`src/rtl/uart_rx_oversampled.sv`:
```
// uart_rx_oversampled
//   8N1 UART receiver clocked entirely from the system clock. The RX pin is
//   brought in through a two-flop synchronizer, the start bit is qualified
//   at its midpoint, and every following bit is sampled one bit period later
//   (i.e. at mid-bit). Received bytes are handed over with a valid/ack
//   handshake plus framing-error pulse and sticky overrun flag.
//
//   CLKS_PER_BIT must be >= 4.
//
// Ports
//   clk           in   system clock
//   reset         in   synchronous, active-high reset
//   RsRx          in   asynchronous serial input, idle high
//   RX_Ack        in   consumer acknowledges RX_Data, clears RX_Valid
//   RX_Data       out  last good received byte (LSB first on the wire)
//   RX_Valid      out  high from byte completion until RX_Ack
//   RX_Frame_Err  out  one-cycle pulse when the stop bit is sampled low
//   RX_Overrun    out  sticky: good byte landed while RX_Valid was high
//   RX_Busy       out  high whenever the receiver is not idle
//
// State table
//   S_IDLE  | line idle, waiting for a low level on rx_s
//   S_START | timing to the middle of the start bit, glitch check
//   S_DATA  | sampling the 8 data bits, one per bit period
//   S_STOP  | sampling the stop bit, deliver byte or flag framing error
//   S_BREAK | line held low after a framing error, wait for it to go high
module uart_rx_oversampled #(
    parameter int CLKS_PER_BIT = 868
) (
    input  logic       clk,
    input  logic       reset,
    input  logic       RsRx,
    input  logic       RX_Ack,
    output logic [7:0] RX_Data,
    output logic       RX_Valid,
    output logic       RX_Frame_Err,
    output logic       RX_Overrun,
    output logic       RX_Busy
);

    localparam int CNT_W = $clog2(CLKS_PER_BIT);
    localparam logic [CNT_W-1:0] HALF_TC = CNT_W'(CLKS_PER_BIT / 2 - 1);
    localparam logic [CNT_W-1:0] BIT_TC  = CNT_W'(CLKS_PER_BIT - 1);

    typedef enum logic [2:0] {
        S_IDLE,
        S_START,
        S_DATA,
        S_STOP,
        S_BREAK
    } state_t;

    state_t           state_q;
    logic             sync_q;
    logic             rx_s_q;
    logic [CNT_W-1:0] cyc_cnt_q;
    logic [CNT_W-1:0] cyc_cnt_d;
    logic [2:0]       idx_q;
    logic [7:0]       shift_q;
    logic [7:0]       data_q;
    logic             valid_q;
    logic             frame_err_q;
    logic             overrun_q;
    logic             busy_q;
    logic             good_done;

    assign cyc_cnt_d = cyc_cnt_q + 1'b1;

    // Stop bit sampled high this cycle: the byte is delivered on this edge.
    assign good_done = (state_q == S_STOP) && (cyc_cnt_q == BIT_TC) && rx_s_q;

    always_ff @(posedge clk) begin
        if (reset) begin
            sync_q <= 1'b1;
            rx_s_q <= 1'b1;
        end else begin
            sync_q <= RsRx;
            rx_s_q <= sync_q;
        end
    end

    always_ff @(posedge clk) begin
        if (reset) begin
            state_q     <= S_IDLE;
            cyc_cnt_q   <= '0;
            idx_q       <= '0;
            shift_q     <= '0;
            data_q      <= '0;
            valid_q     <= 1'b0;
            frame_err_q <= 1'b0;
            overrun_q   <= 1'b0;
            busy_q      <= 1'b0;
        end else begin
            frame_err_q <= 1'b0;

            // A completing byte takes priority over an ack in the same cycle;
            // the ack then only suppresses a new overrun, it does not clear one.
            if (good_done) begin
                data_q  <= shift_q;
                valid_q <= 1'b1;
                if (valid_q && !RX_Ack) begin
                    overrun_q <= 1'b1;
                end
            end else if (RX_Ack && valid_q) begin
                valid_q   <= 1'b0;
                overrun_q <= 1'b0;
            end

            case (state_q)
                S_IDLE: begin
                    if (!rx_s_q) begin
                        state_q   <= S_START;
                        cyc_cnt_q <= '0;
                        busy_q    <= 1'b1;
                    end
                end

                S_START: begin
                    if (cyc_cnt_q == HALF_TC) begin
                        cyc_cnt_q <= '0;
                        if (!rx_s_q) begin
                            state_q <= S_DATA;
                            idx_q   <= '0;
                        end else begin
                            state_q <= S_IDLE;
                            busy_q  <= 1'b0;
                        end
                    end else begin
                        cyc_cnt_q <= cyc_cnt_d;
                    end
                end

                S_DATA: begin
                    if (cyc_cnt_q == BIT_TC) begin
                        cyc_cnt_q      <= '0;
                        shift_q[idx_q] <= rx_s_q;
                        if (idx_q == 3'd7) begin
                            state_q <= S_STOP;
                        end else begin
                            idx_q <= idx_q + 3'd1;
                        end
                    end else begin
                        cyc_cnt_q <= cyc_cnt_d;
                    end
                end

                S_STOP: begin
                    if (cyc_cnt_q == BIT_TC) begin
                        cyc_cnt_q <= '0;
                        if (rx_s_q) begin
                            state_q <= S_IDLE;
                            busy_q  <= 1'b0;
                        end else begin
                            frame_err_q <= 1'b1;
                            state_q     <= S_BREAK;
                        end
                    end else begin
                        cyc_cnt_q <= cyc_cnt_d;
                    end
                end

                S_BREAK: begin
                    // A held-low line must go high before a new start is accepted.
                    if (rx_s_q) begin
                        state_q <= S_IDLE;
                        busy_q  <= 1'b0;
                    end
                end

                default: begin
                    state_q <= S_IDLE;
                    busy_q  <= 1'b0;
                end
            endcase
        end
    end

    assign RX_Data      = data_q;
    assign RX_Valid     = valid_q;
    assign RX_Frame_Err = frame_err_q;
    assign RX_Overrun   = overrun_q;
    assign RX_Busy      = busy_q;

endmodule

```
`config.mk`:
```
export PLATFORM = sky130hd
export DESIGN_NAME = uart_rx_oversampled
export DESIGN_NICKNAME = d
export VERILOG_FILES = /design/src/rtl/uart_rx_oversampled.sv
export SDC_FILE = /design/constraint.sdc
export NUM_CORES = 1
export LEC_CHECK = 0
export CAP_MARGIN = 20
export CORE_MARGIN = 2
export CORE_UTILIZATION = 45
export CTS_CLUSTER_SIZE = 16
export DETAILED_ROUTE_END_ITERATION = 6
export GPL_TIMING_DRIVEN = 0
export SYNTH_ARGS = -nofsm -noshare
export SYNTH_HDL_FRONTEND = slang
export SYNTH_SLANG_ARGS = --single-unit
```
`constraint.sdc`:
```
create_clock -name clk -period 4.7 [get_ports clk]
set_input_delay 0.94 -clock clk [delete_from_list [all_inputs] [get_ports clk]]
set_output_delay 0.94 -clock clk [all_outputs]
set_load 0.02 [all_outputs]
```
# Word level (Yosys, flattened, before mapping)

Index checks and enable logic that the tools add are counted.

Bits in registers: 38
Bits of input ports: 4
Output and inout port bits: 12
Logic and storage cells: 83

$add $sub $neg: 2
Magnitude comparators: 2
Equality and inequality tests: 16
Mux-type cells: 31
Bitwise gates (word level): 3
Reductions and logical operators: 18

Operators with widths:

| kind                    | number |
|---|---|
| $mux W3                 | 11 |
| $mux W10                | 3 |
| $pmux W10 S3            | 1 |
| $pmux W3 S5             | 1 |
| $ne A2 B2 Y1 const B    | 7 |
| $add A10 B1 Y10 const B | 1 |
| $eq A10 B10 Y1 const B  | 1 |
| $eq A10 B9 Y1 const B   | 1 |
| $mux W1                 | 10 |
| $bwmux W8               | 1 |
| $eq A3 B2 Y1 const B    | 2 |
| $eq A3 B3 Y1 const B    | 2 |
| $pmux W3 S2             | 1 |
| $reduce_and A2 Y1       | 3 |
| $reduce_and A6 Y1       | 1 |
| $logic_and A1 B1 Y1     | 5 |
| $pmux W1 S5             | 1 |
| $reduce_and A5 Y1       | 1 |
| $lt A3 B4 Y1 const B    | 1 |
| $ne A2 B1 Y1 const B    | 2 |
| $reduce_and A4 Y1       | 1 |
| $reduce_bool A2 Y1      | 2 |
| $add A3 B1 Y3 const B   | 1 |
| $demux W1 S3            | 1 |
| 9 further kinds         | 11 |

# Depth between registers and ports, before layout

Gate-level depths: netlist (run 1).

Depth in word-level cells: 5
Gate-level depth with buffers: 8
Mapped depth without buffers: 7

# Worst setup path before layout (run 1)

Ideal clock, no wire load.

Path type: flip-flop to flip-flop
Start point: register idx_q[0]
End point: register idx_q[2]
Library setup time: 0.065 ns
Arrival: 1.807 ns
Data required time: 4.635 ns
Setup slack: 2.828 ns
Stages on the path, launching flop included: 8
Buffers on the path: 0
Clock period less this slack: 1.872 ns
Cells stage by stage: dfxtp_1 -> ha_1 -> ha_1 -> nor3b_1 -> o21ai_0 -> a211oi_1 -> mux2_2 -> nor2_1

Longest elaborated chain between the ends: 4
Elaborated cells between the ends (all ways): 7
Those cells by class: add/sub: 1; eq/ne: 2; mux: 3; reduce/logical: 1

Ends and longest elaborated chain:

| item                   | RTL line | source |
|---|---|---|
| start, declared        | 58       | `logic [2:0] idx_q;` |
| start signal, assigned | 140      | `idx_q <= idx_q + 3'd1;` |
| $add A3 B1 Y3          | 140      |  |
| $mux W3                | 137      | `if (idx_q == 3'd7) begin` |
| $mux W3                | 134      | `if (cyc_cnt_q == BIT_TC) begin` |
| $pmux W3 S2            | 109      | `case (state_q)` |

Several ways; a longest one is shown, not always the timed one. The select of a mux whose other input is x is not followed.
A chain may end at the register's enable or synchronous reset.

# Worst setup path after layout (run 1)

Start point: register valid_q (netlist: RX_Valid)
End point: output RX_Valid

RTL lines:

| item                   | RTL line | source |
|---|---|---|
| start, declared        | 61       | `logic valid_q;` |
| start signal, assigned | 89       | `valid_q <= 1'b0;` |
| start signal, assigned | 100      | `valid_q <= 1'b1;` |
| start signal, assigned | 105      | `valid_q <= 1'b0;` |
| end, declared          | 35       | `output logic RX_Valid,` |

No word-level cell between the ends.

==> results of run 1 <==
## through the flow
stage,util [%],std cells
after detailed placement,51.5,278
after floorplan,-,214
final,54.4,285
after CTS,54.4,285
after global placement,51.5,278
after global routing,54.4,285
## worst max path at each step
stage	cells past startpoint	endpoint	start
2_1_floorplan	7	idx_q[2]$_SDFFE_PP0P_	idx_q[0]$_SDFFE_PP0P_
3_3_place_gp	5	RX_Overrun$_SDFFE_PP0P_	RX_Ack
3_5_place_dp	5	RX_Overrun$_SDFFE_PP0P_	RX_Ack
4_1_cts	1	RX_Valid	RX_Valid$_SDFFE_PP0P_
5_1_grt	7	idx_q[2]$_SDFFE_PP0P_	idx_q[0]$_SDFFE_PP0P_
6_report	1	RX_Valid	RX_Valid$_SDFFE_PP0P_
## cell families after synthesis
| group | count (synthesis) | share of synthesized area (%) |
|---|---|---|
| xor+xnor | 1 | 0.471 |
| fa+ha+maj | 4 | 2.69 |
| flops | 38 | 40.9 |
| buf+inv | 19 | 4.37 |
| simple gates | 98 | 28.7 |
| compound gates | 35 | 12.4 |
| mux | 19 | 10.4 |
## sequential cells by signal (all words and copies together) (netlist names)
name / count
RX_Busy: 1
RX_Data: 8
RX_Frame_Err: 1
RX_Overrun: 1
RX_Valid: 1
cyc_cnt_q: 10
idx_q: 3
rx_s_q: 1
shift_q: 8
state_q: 3
sync_q: 1
## final cells by class
cell class                 instances  area, um2  area share [%]
multi-input combinational        157       1020            46.8
sequential                        38        761            35.0
timing repair buffer              14        140            6.44
clock buffer                       6       82.6            3.80
tap                               50       62.6            2.88
buffer                            12       55.1            2.53
clock inverter                     1       30.0            1.38
inverter                           7       26.3            1.21
## metal layers
metal	vias up	routed length [um]
met5	-	0
met4	0	39
met3	5	242
met2	49	1830
met1	739	1890
li1	804	-
## placed cells by master, fill, tap and decap left out, types with 6 or more instances in the layout
cell,netlist,final
sky130_fd_sc_hd__dfxtp_1,38,38
sky130_fd_sc_hd__nor2_1,31,31
sky130_fd_sc_hd__mux2i_1,17,17
sky130_fd_sc_hd__nand2_1,16,16
sky130_fd_sc_hd__clkdlybuf4s50_1,0,14
sky130_fd_sc_hd__nand3_1,12,12
sky130_fd_sc_hd__a21oi_1,10,10
sky130_fd_sc_hd__inv_1,7,7
sky130_fd_sc_hd__clkbuf_1,7,7
sky130_fd_sc_hd__nor4_1,7,7
sky130_fd_sc_hd__a31oi_1,6,6
sky130_fd_sc_hd__clkbuf_8,0,6
## power by group through the flow
stage	clock (uW)	sequential [uW]	combinational [uW]
after floorplan	0	332	13.7
after global placement	0	332	22.1
after detailed placement	0	332	22.4
after CTS	289	324	22.4
after global routing	302	324	24.5
final	281	324	22.2
==> summary.md, run 1 <==
Among all stages on the critical path, the largest delay is contributed by sky130_fd_sc_hd__clkdlybuf4s50_1. The run gives 5 as the number of buffers created by CTS. Yosys instantiated no cell more often than sky130_fd_sc_hd__dfxtp_1.

The logs give 0 for the remaining antenna violation count after routing and 0 for the warning count from the yosys run. After layout, the worst path uses 46.8% of the clock period. The met1 track demand over resource is 25.1%, and the share of final-layout standard cells stronger than drive strength 1 is 8.94%. The tools report the placed wire-length estimate as 2830 um. The flow ran to the end, and the final reports show no timing, DRC or antenna violations.

By startpoint and endpoint, the worst setup path is classified as reg -> out. The total leakage power was 0.000774 uW. The clock net in this run drives a total of 38 sinks.

The aggregate negative setup slack was 0 ns; the met3 track utilization from global routing was 5.10%. With fillers left out, the area of the finished cells amounts to 0.00217 mm2. The most heavily used metal layer in global routing is met2.

Net switching is 20.3% of the power. Cell internal power was estimated by the tool at 500 uW. The initial antenna violation count was 0. The top cell type by total area after synthesis was sky130_fd_sc_hd__dfxtp_1. The overall die height is 68.3 um.

STA classifies the critical path endpoint as an output port. Terminus of the critical flop-to-flop path: idx_q[2]$_SDFFE_PP0P_. Compared with the post-synthesis result, the final layout area differs by 17.0%. Averaged over all synthesized cells, the footprint is 8.69 um2. By count the netlist is led by sky130_fd_sc_hd__dfxtp_1, sky130_fd_sc_hd__nor2_1, sky130_fd_sc_hd__mux2i_1. Summing internal, switching and leakage power gives 628 uW. In the routed layout, each cell is associated on average with a via count of 5.60. The part of the Yosys area used for sequential elements was 40.9%. The most used flip-flop cell after synthesis is sky130_fd_sc_hd__dfxtp_1. In this run the deepest clock path goes through 2 buffers. The cell sitting at the root of the clock tree is a sky130_fd_sc_hd__clkbuf_8. Class of the tightest hold or removal check: reg -> reg. Setup violations remaining at the end of the flow were counted as 0.

The first global-routing pass estimated 6420 um of wire. The net count of the mapped netlist is 222. The initial utilization of the core area, before any placement, comes to 46.5%. The hold-critical path endpoint was rx_s_q$_SDFF_PP1_. The clock share of power was 44.8%; the clock-pin transition on the worst setup and hold timing paths was 0.07 ns. The count of buffering cells on the critical path with inverters included was 1; the mean routed wirelength per cell was 14.0 um. STA puts the critical path data arrival time at 1.26 ns. The start point of the worst hold path was sync_q$_SDFF_PP1_. The post-CTS setup buffer count is 0, and the worst-case reg-to-reg path depth is 7. The aggregate global-route resource usage was 18.6%; the final worst hold slack was 0.420 ns. The logs give 0.00400 mm2 for the area of the core and 16 for the boundary pin count.

For the synthesized instance count, the log shows 214. The number of port buffers was 14; the DRC violations left was 0. Counting flops with a built-in enable in the synthesized netlist gives 0. The row count is 23, and the top fanout value on the critical path is 3. Setup repair after global routing left no endpoint under its margin. The share of power burned in combinational logic is 3.5%. After detailed placement, the total cell area comes to 0.00206 mm2. In the synthesized netlist the async set-or-reset flop fraction comes to 0%. The max-slew violation total from the final report was 0; the number of hold violations in the final report was 0. Gates resized during post-CTS repair numbered 0. Hold path depth: 1.

TritonCTS built the clock tree. The via count of the first global-routing pass was 1416; the pre-CTS setup slack was 2.56 ns. The switching power was 127 uW. The final route contains 1597 vias.

The final layout contains 243 nets. For this run, the slowest stage of the critical path takes 0.62 ns. The width of the die is 68.3 um, and the share of power burned in registers is 51.6%.

The die outline area is 0.00466 mm2, and the measured slew at the worst slew-check pin is 0.568 ns. Fill cells in the final layout number 355. The logs give 28.9% for the met2 track utilization from global routing and 0.29 ns for the clock latency on the worst-skew pair.

The cell area after synthesis was 0.00186 mm2. Across the routed clock network, the largest skew measured is 0.00491 ns. The detailed router finished its first iteration with 99 violations. The tools report the count of unique library cells instantiated by Yosys as 43.

The cell type group with the largest total delay on the critical path is buffers and inverters. The total wire length is 4000 um. The worst register-to-register path begins at idx_q[0]$_SDFFE_PP0P_. The signal on the critical path passes through clkdlybuf4s50_1. The tools report the placer's final routability congestion estimate as 0.908.

The cell area power density came out at 289 mW/mm2. The first TritonRoute pass finished after 4 iterations. Setup slack of the most critical reg-to-reg path: 2.54 ns. After synthesis, the cell types taking the most area are sky130_fd_sc_hd__dfxtp_1, sky130_fd_sc_hd__mux2i_1, sky130_fd_sc_hd__nor2_1, sky130_fd_sc_hd__nand3_1, sky130_fd_sc_hd__nand2_1. Timing would allow up to 454 MHz.

The worst slew margin relative to its limit was 61.9%; the number of antenna cells inserted was 0. The minimum clock period is 2.20 ns. The post-cts hold buffer count came out at 0.

The logs give 0 for the total overflow reported by the global router and 2.50 ns for the worst path setup slack after routing. Entering global routing, the biggest net connects 12 pins. STA puts the critical path data required time at 3.76 ns.

The run gives 0 as the max-cap violation count. IR analysis of the VDD net gives a maximum drop of 163 uV. The worst setup path is launched from a flop. The area fraction of the dominant cell type after synthesis is 40.9%, and the register bit count reported by yosys is 38. The H-tree depth was 2.
Note: power is estimated with default switching activity, not from simulation.
==> run 2, diff against run 1 <==
==> constraint.sdc (replaced) <==
create_clock -name clk -period 2.2 [get_ports clk]
set_input_delay 0.44 -clock clk [delete_from_list [all_inputs] [get_ports clk]]
set_output_delay 0.44 -clock clk [all_outputs]
set_load 0.02 [all_outputs]
==> run 2 against run 1 <==
Compared with the run above: clock-buffer cell count did not move; sequential power rose by 110%; flip-flop and latch count did not move; highest routed layer unchanged; register-to-register slack got worse by 2.4 ns; die area did not move; total power rose by 110%; global-route usage did not move; clock power rose by 110%; first-iteration DRC count fell by 8.1%; critical path type is now reg -> reg; via count fell by 0.69%; hold slack barely moved.
==> summary.md, run 2 (synthesis results as in run 1) <==
The tools report the total overflow reported by the global router as 0 (unchanged). Counting I/O delays and the setup requirement, the final critical path takes 2.07 ns. For the area of the core, the log shows 0.00400 mm2 (unchanged). The tools report the number of fill cells as 352 (-0.85%).

TritonCTS built the clock tree. The tree is rooted in a sky130_fd_sc_hd__clkbuf_8. The run gives 2.24 ns (+0.98 ns) as the arrival time of data at the critical path endpoint. The tools report the total wire length as 4010 um (+0.17%).

The post-placement cell count came out at 278 (unchanged). The final setup skew was 0.00601 ns (+0.00110 ns); the placer's final routability congestion estimate was 0.908 (unchanged). The flip-flop count of the largest register after layout works out to 10 (unchanged).

The area of the multi-input gates came out at 0.00102 mm2 (+0.49%). The aggregate global-route resource usage was 18.6% (unchanged). For the number of antenna cells inserted, the log shows 0 (unchanged). The tools report the number of detailed-route iterations in the first pass as 4 (unchanged).

The starting utilization of the core area was 46.5% (unchanged); the number of gates resized after cts was 0 (unchanged). The run finished with clean final reports. The endpoint required time on the critical path is 2.37 ns (-1.39 ns). The mean routed wirelength per cell is 14.1 um (+0.17%), and the width of the die is 68.3 um (unchanged). The tools report the row count as 23 (unchanged). The run gives 6420 um (unchanged) as the wire length of the first global-routing pass.

The launch instance of the worst register-to-register path is cyc_cnt_q[1]$_SDFFE_PP0P_. The logs give 16 (unchanged) for the boundary pin count and 61.9% (about the same) for the worst slew margin relative to its limit. The run gives 0 (unchanged) as the final-report setup violation count. The run gives 0 (unchanged) as the post-CTS setup buffer count.

STA classifies the critical path startpoint as a flop. The share of final-layout standard cells stronger than drive strength 1 was 9.79% (+0.85 points); the total leakage power was 0.000776 uW (+0.27%). The run gives 0 (unchanged) as the remaining antenna violation count after routing.

The count of routing violations after the opening detailed-route iteration is 91 (-8.1%), and the clock-pin transition on the worst setup and hold timing paths is 0.08 ns (about the same). The startpoint identified for the worst hold timing path is sync_q$_SDFF_PP1_. The worst-case vdd ir drop is 350 uV (+110%). The run gives 0 (unchanged) as the initial antenna violation count.

The top fanout value on the critical path came out at 9 (+6). Number of port buffers: 14 (unchanged). The kind of critical path was reg -> reg. Net count reported at finish: 243 (unchanged).

The library cells used most frequently in the layout, excluding fill and tap cells, are sky130_fd_sc_hd__dfxtp_1, sky130_fd_sc_hd__nor2_1, sky130_fd_sc_hd__mux2i_1. The maximum clock frequency was 482 MHz; the cell area power density was 616 mW/mm2 (+110%). The via count of the routed design was 1586 (-0.69%).

Ranked by flip-flop count, first place goes to cyc_cnt_q. For the overall power consumption, the log shows 1340 uW (+110%). Setup repair after global routing could not meet its margin everywhere. The final core utilization came out at 54.5% (+0.16 points).

The via density per instance was 5.56 (-0.69%). The clock latency on the worst-skew pair is 0.29 ns (about the same), and the non-filler instance count after layout is 285 (unchanged). The logs give 0 (unchanged) for the max-cap violation count and 12 (unchanged) for the largest net degree at the start of global routing.

The die outline area is 0.00466 mm2 (unchanged). The number of sinks driven by the clock tree came out at 38 (unchanged). Start point of the critical path: cyc_cnt_q[1]$_SDFFE_PP0P_. The measured slew at the worst slew-check pin came out at 0.572 ns (+0.00374 ns). The DRC violations left is 0 (unchanged).

The fraction of the cycle the final worst path needs works out to 94.2%. The H-tree depth is 2 (unchanged). The worst-case clock buffer depth came out at 2 (unchanged). The most common cell after layout, fill and taps aside is sky130_fd_sc_hd__dfxtp_1. The growth of design area from synthesis to finish is 17.3%, and the number of hold violations in the final report is 0 (unchanged).

The run gives 2830 um (unchanged) as the placed wire-length estimate. The post-cts hold buffer count was 0 (unchanged). The overall die height is 68.3 um (unchanged). The path class of the tightest hold or removal check is reg -> reg. STA classifies the critical path endpoint as a flop. For the number of buffers created by CTS, the log shows 5 (unchanged). The tools report the via count of the first global-routing pass as 1416 (unchanged). For the max-slew violation total from the final report, the log shows 0 (unchanged). The sequential cell area was 762 um2 (+0.16%).
run 2: cell counts in the layout (fill, tap and decap cells not counted):
Identical to the previous run, type by type.
run 2: final timing paths:
check	to	slack, ns	cells past startpoint
setup / recovery	RX_Data[4]$_SDFFE_PP0P_	0.13	7
hold / removal	rx_s_q$_SDFF_PP1_	0.42	1
setup reg to reg	RX_Data[4]$_SDFFE_PP0P_	0.13	7
hold reg to reg	rx_s_q$_SDFF_PP1_	0.42	1
run 2: layout make-up:
class | count | area share [%]
clock buffer | 6 | 3.79
timing repair buffer | 14 | 6.43
inverter | 7 | 1.20
buffer | 12 | 2.52
clock inverter | 1 | 1.38
tap | 50 | 2.87
sequential | 38 | 34.9
multi-input combinational | 157 | 46.9
run 2: worst max-delay path: stages (launching register included):
cell and delay (ns):
sky130_fd_sc_hd__dfxtp_1 0.40, sky130_fd_sc_hd__ha_1 0.24, sky130_fd_sc_hd__and4bb_1 0.28, sky130_fd_sc_hd__nand3_2 0.17
sky130_fd_sc_hd__or4_1 0.43, sky130_fd_sc_hd__buf_4 0.20, sky130_fd_sc_hd__mux2i_1 0.17, sky130_fd_sc_hd__nor2_1 0.05
run 2: report_power, final:
| part | total (uW) | switching (uW) | leakage (uW) | internal, uW |
|---|---|---|---|---|
| Combinational | 47.5 | 32.5 | 0.000412 | 15.0 |
| Clock | 604 | 242 | 0.0000573 | 363 |
| Sequential | 692 | 1.64 | 0.000307 | 691 |
| Total | 1340 | 276 | 0.000776 | 1070 |
run 2: per-stage QoR:
stage,setup TNS [ns],hold slack [ns],cell area [um2],setup slack (ns)
final,0,0.420,2180,0.127
after global placement,0,0.402,2060,0.136
after global routing,-0.0889,0.441,2180,-0.0544
after CTS,0,0.429,2170,0.0323
after floorplan,0,0.389,1860,0.328
after detailed placement,0,0.408,2060,0.0623
run 2: layer usage:
layer  vias up  wire length (um)  GRT usage, %
li1        804                 -             -
met1       733              1930          25.1
met2        44              1830          28.9
met3         5               205          5.10
met4         0                40          5.25
met5         -                 0             0
==> run 3, diff against run 2 <==
--- a/config.mk
+++ b/config.mk
@@ -6,6 +6,7 @@
 export NUM_CORES = 1
 export LEC_CHECK = 0
 export CAP_MARGIN = 20
+export CORE_ASPECT_RATIO = 1.5
 export CORE_MARGIN = 2
 export CORE_UTILIZATION = 45
 export CTS_CLUSTER_SIZE = 16
==> constraint.sdc (replaced) <==
create_clock -name clk -period 2.2 [get_ports clk]
set_input_delay 0.44 -clock clk [delete_from_list [all_inputs] [get_ports clk]]
set_output_delay 0.44 -clock clk [all_outputs]
set_load 0.01 [all_outputs]
==> run 3 against run 2 <==
Compared with the run above: die area is 0.23% higher; hold slack worse by 0.011 ns; clock-buffer cell count is 1 higher; design area is 0.23% lower; via count is 2.0% higher; cell count is 1.1% lower; sequential power hardly changed; combinational power hardly changed; largest cell class unchanged; sequential share of layout area is 0.080 points higher; clock skew hardly changed; critical path depth stayed put; clock power is 19% lower.
==> summary.md, run 3 (synthesis results as in run 1) <==
The flow ran to the end, and the final reports show no timing, DRC or antenna violations. The starting utilization of the core area came out at 47.0% (+0.48 points). The met3 track utilization from global routing is 3.43% (-1.7 points). The most critical setup path has its startpoint at cyc_cnt_q[1]$_SDFFE_PP0P_. The number of antenna cells inserted is 0 (unchanged). The count of routing violations after the opening detailed-route iteration was 45 (-51%). The number of port buffers is 14 (unchanged). The run gives 0 (unchanged) as the total overflow reported by the global router. Width of the die: 56.5 um (-17%). The largest register by flop count was cyc_cnt_q. The via density per instance works out to 5.74 (+3.1%). The logs give 28 (+22%) for the row count and 0 (unchanged) for the post-cts hold buffer count.

The worst-case clock buffer depth was 2 (unchanged). The clock latency on the worst-skew pair is 0.29 ns (about the same), and the DRC violations left is 0 (unchanged). The final cell area excluding filler cells was 0.00218 mm2 (-0.23%). Leaving out fill and tap cells, the most frequent cells in the layout are sky130_fd_sc_hd__dfxtp_1, sky130_fd_sc_hd__nor2_1, sky130_fd_sc_hd__mux2i_1.

The logs give 4190 um (+4.5%) for the total wire length and 400 uV (+14%) for the worst-case vdd ir drop. Final worst hold slack: 0.409 ns (-0.0106 ns). The tools report the sort of element at the start of the critical path as a flop. Kind of critical path: reg -> reg. The final core utilization is 55.0% (+0.44 points). The clock-pin transition on the worst setup and hold timing paths came out at 0.07 ns (about the same). The logs give 2.36 ns (about the same) for the endpoint required time on the critical path and 0 (unchanged) for the number of hold violations in the final report. The area of the core was 0.00396 mm2 (-1.0%); the final-report setup violation count was 0 (unchanged). The fraction of the cycle the final worst path needs was 92.3% (-1.9 points); the setup slack of the most critical reg-to-reg path was 0.17 ns (+0.04 ns). The minimum clock period was 2.03 ns (-0.0415 ns).

In this run the most used layer during global routing was met2. For the number of sinks driven by the clock tree, the log shows 38 (unchanged). The run gives 244 (+0.41%) as the net count reported at finish. The tightest min-delay check is of the reg -> reg type. The measured slew at the worst slew-check pin came out at 0.590 ns (+0.0183 ns). The H-tree depth came out at 2 (unchanged). The placed wire-length estimate came out at 2970 um (+5.0%).

The largest net degree at the start of global routing was 12 (unchanged); the via count of the routed design was 1618 (+2.0%). The die outline area is 0.00467 mm2 (+0.23%). For the overall power consumption, the log shows 1230 uW (-8.4%). The logs give 16 (unchanged) for the boundary pin count and 19.5% (+0.95 points) for the aggregate global-route resource usage. The mean routed wirelength per cell was 14.9 um (+5.6%). The run gives 0 (unchanged) as the max-cap violation count.

The placed instance area was 0.00206 mm2 (-0.30%); the delay of the slowest cell on the worst path was 0.43 ns (about the same). For the final setup skew, the log shows 0.00630 ns (+0.000284 ns). For the met2 track utilization from global routing, the log shows 36.9% (+8.0 points). The kind of end point of the critical path was a flop.

Remaining antenna violation count after routing: 0 (unchanged). The startpoint identified for the worst register-to-register timing path is cyc_cnt_q[1]$_SDFFE_PP0P_. The wire length of the first global-routing pass was 7140 um (+11%); the number of detailed-route iterations in the first pass was 6 (+2). The post-placement cell count came out at 273 (-1.8%).

The placer's final routability congestion estimate is 0.772 (-15%), and the number of buffers created by CTS is 5 (unchanged). The max-slew violation total from the final report was 0 (unchanged); the maximum clock frequency was 492 MHz (+2.0%). In this run the clock root is driven by a sky130_fd_sc_hd__clkbuf_8. Among all stages on the critical path, the largest delay is contributed by sky130_fd_sc_hd__or4_1.

The worst slew margin relative to its limit is 60.7% (-1.2 points), and the cell area power density is 566 mW/mm2 (-8.2%). Non-filler instance count after layout: 282 (-1.1%). Traced cell by cell, the critical path runs through ha_2, and4bb_1, nand3_2, or4_1, buf_4, mux2i_1, nor2_1. Compared with the post-synthesis result, the final layout area differs by 17.0%. The top fanout value on the critical path was 9 (unchanged); the initial antenna violation count was 0 (unchanged).

The worst hold path begins at sync_q$_SDFF_PP1_. The flip-flop count of the largest register after layout is 10 (unchanged), and the met1 track demand over resource is 19.8% (-5.3 points). Share of final-layout standard cells stronger than drive strength 1: 11.4% (+1.6 points). The via count of the first global-routing pass was 1605 (+13%). The total leakage power is 0.000768 uW (-1.0%), and the arrival time of data at the critical path endpoint is 2.20 ns (-0.04 ns). Leaving out fill and tap cells, the most frequent cell in the layout is sky130_fd_sc_hd__dfxtp_1. Setup repair after global routing could not meet its margin everywhere. TritonCTS built the clock tree. The overall die height works out to 82.7 um (+21%).
-- run 3: final cells by class --
type	count	area, um2
buffer	12	55.1
clock buffer	7	86.3
clock inverter	1	5.00
fill	371	1780
inverter	7	26.3
multi-input combinational	157	1040
sequential	38	762
tap	45	56.3
timing repair buffer	15	148
-- run 3: metrics by stage --
stage	TNS, ns	worst slack (ns)
after floorplan	0	0.328
after global placement	0	0.0859
after detailed placement	0	0.0634
after CTS	0	0.0470
after global routing	-0.0124	-0.0124
final	0	0.169
-- run 3: where the power goes --
group / leakage (uW) / internal [uW] / switching, uW
logic: 0.000413 / 15.0 / 32.5
registers: 0.000307 / 691 / 1.59
clock network: 0.0000482 / 253 / 239
-- run 3: what timing repair did --
| item | CTS | global route |
|---|---|---|
| setup endpoints to repair | 0 | 17 |
| resized for setup | 0 | 5 |
| buffers inserted | 0 | 1 |
-- run 3: path summary, 6_finish.rpt --
path                            cells after the start                      end
worst max-delay path                                7  RX_Data[1]$_SDFFE_PP0P_
worst min-delay path                                1        rx_s_q$_SDFF_PP1_
worst max register to register                      7  RX_Data[1]$_SDFFE_PP0P_
worst min register to register                      1        rx_s_q$_SDFF_PP1_
-- run 3: layer usage --
layer / vias to the layer above / share of wire, %
met5: - / 0
met3: 6 / 1.8
li1: 806 / -
met1: 785 / 41
met2: 21 / 56
met4: 0 / 1.5
-- run 3: critical path: cells and delay by family, from the launching register on --
family / cells / cell delay [ns]
buffers and inverters: 1 / 0.20
and+or+nand+nor: 4 / 0.92
DFF: 1 / 0.39
muxes: 1 / 0.17
adders and majority gates: 1 / 0.23
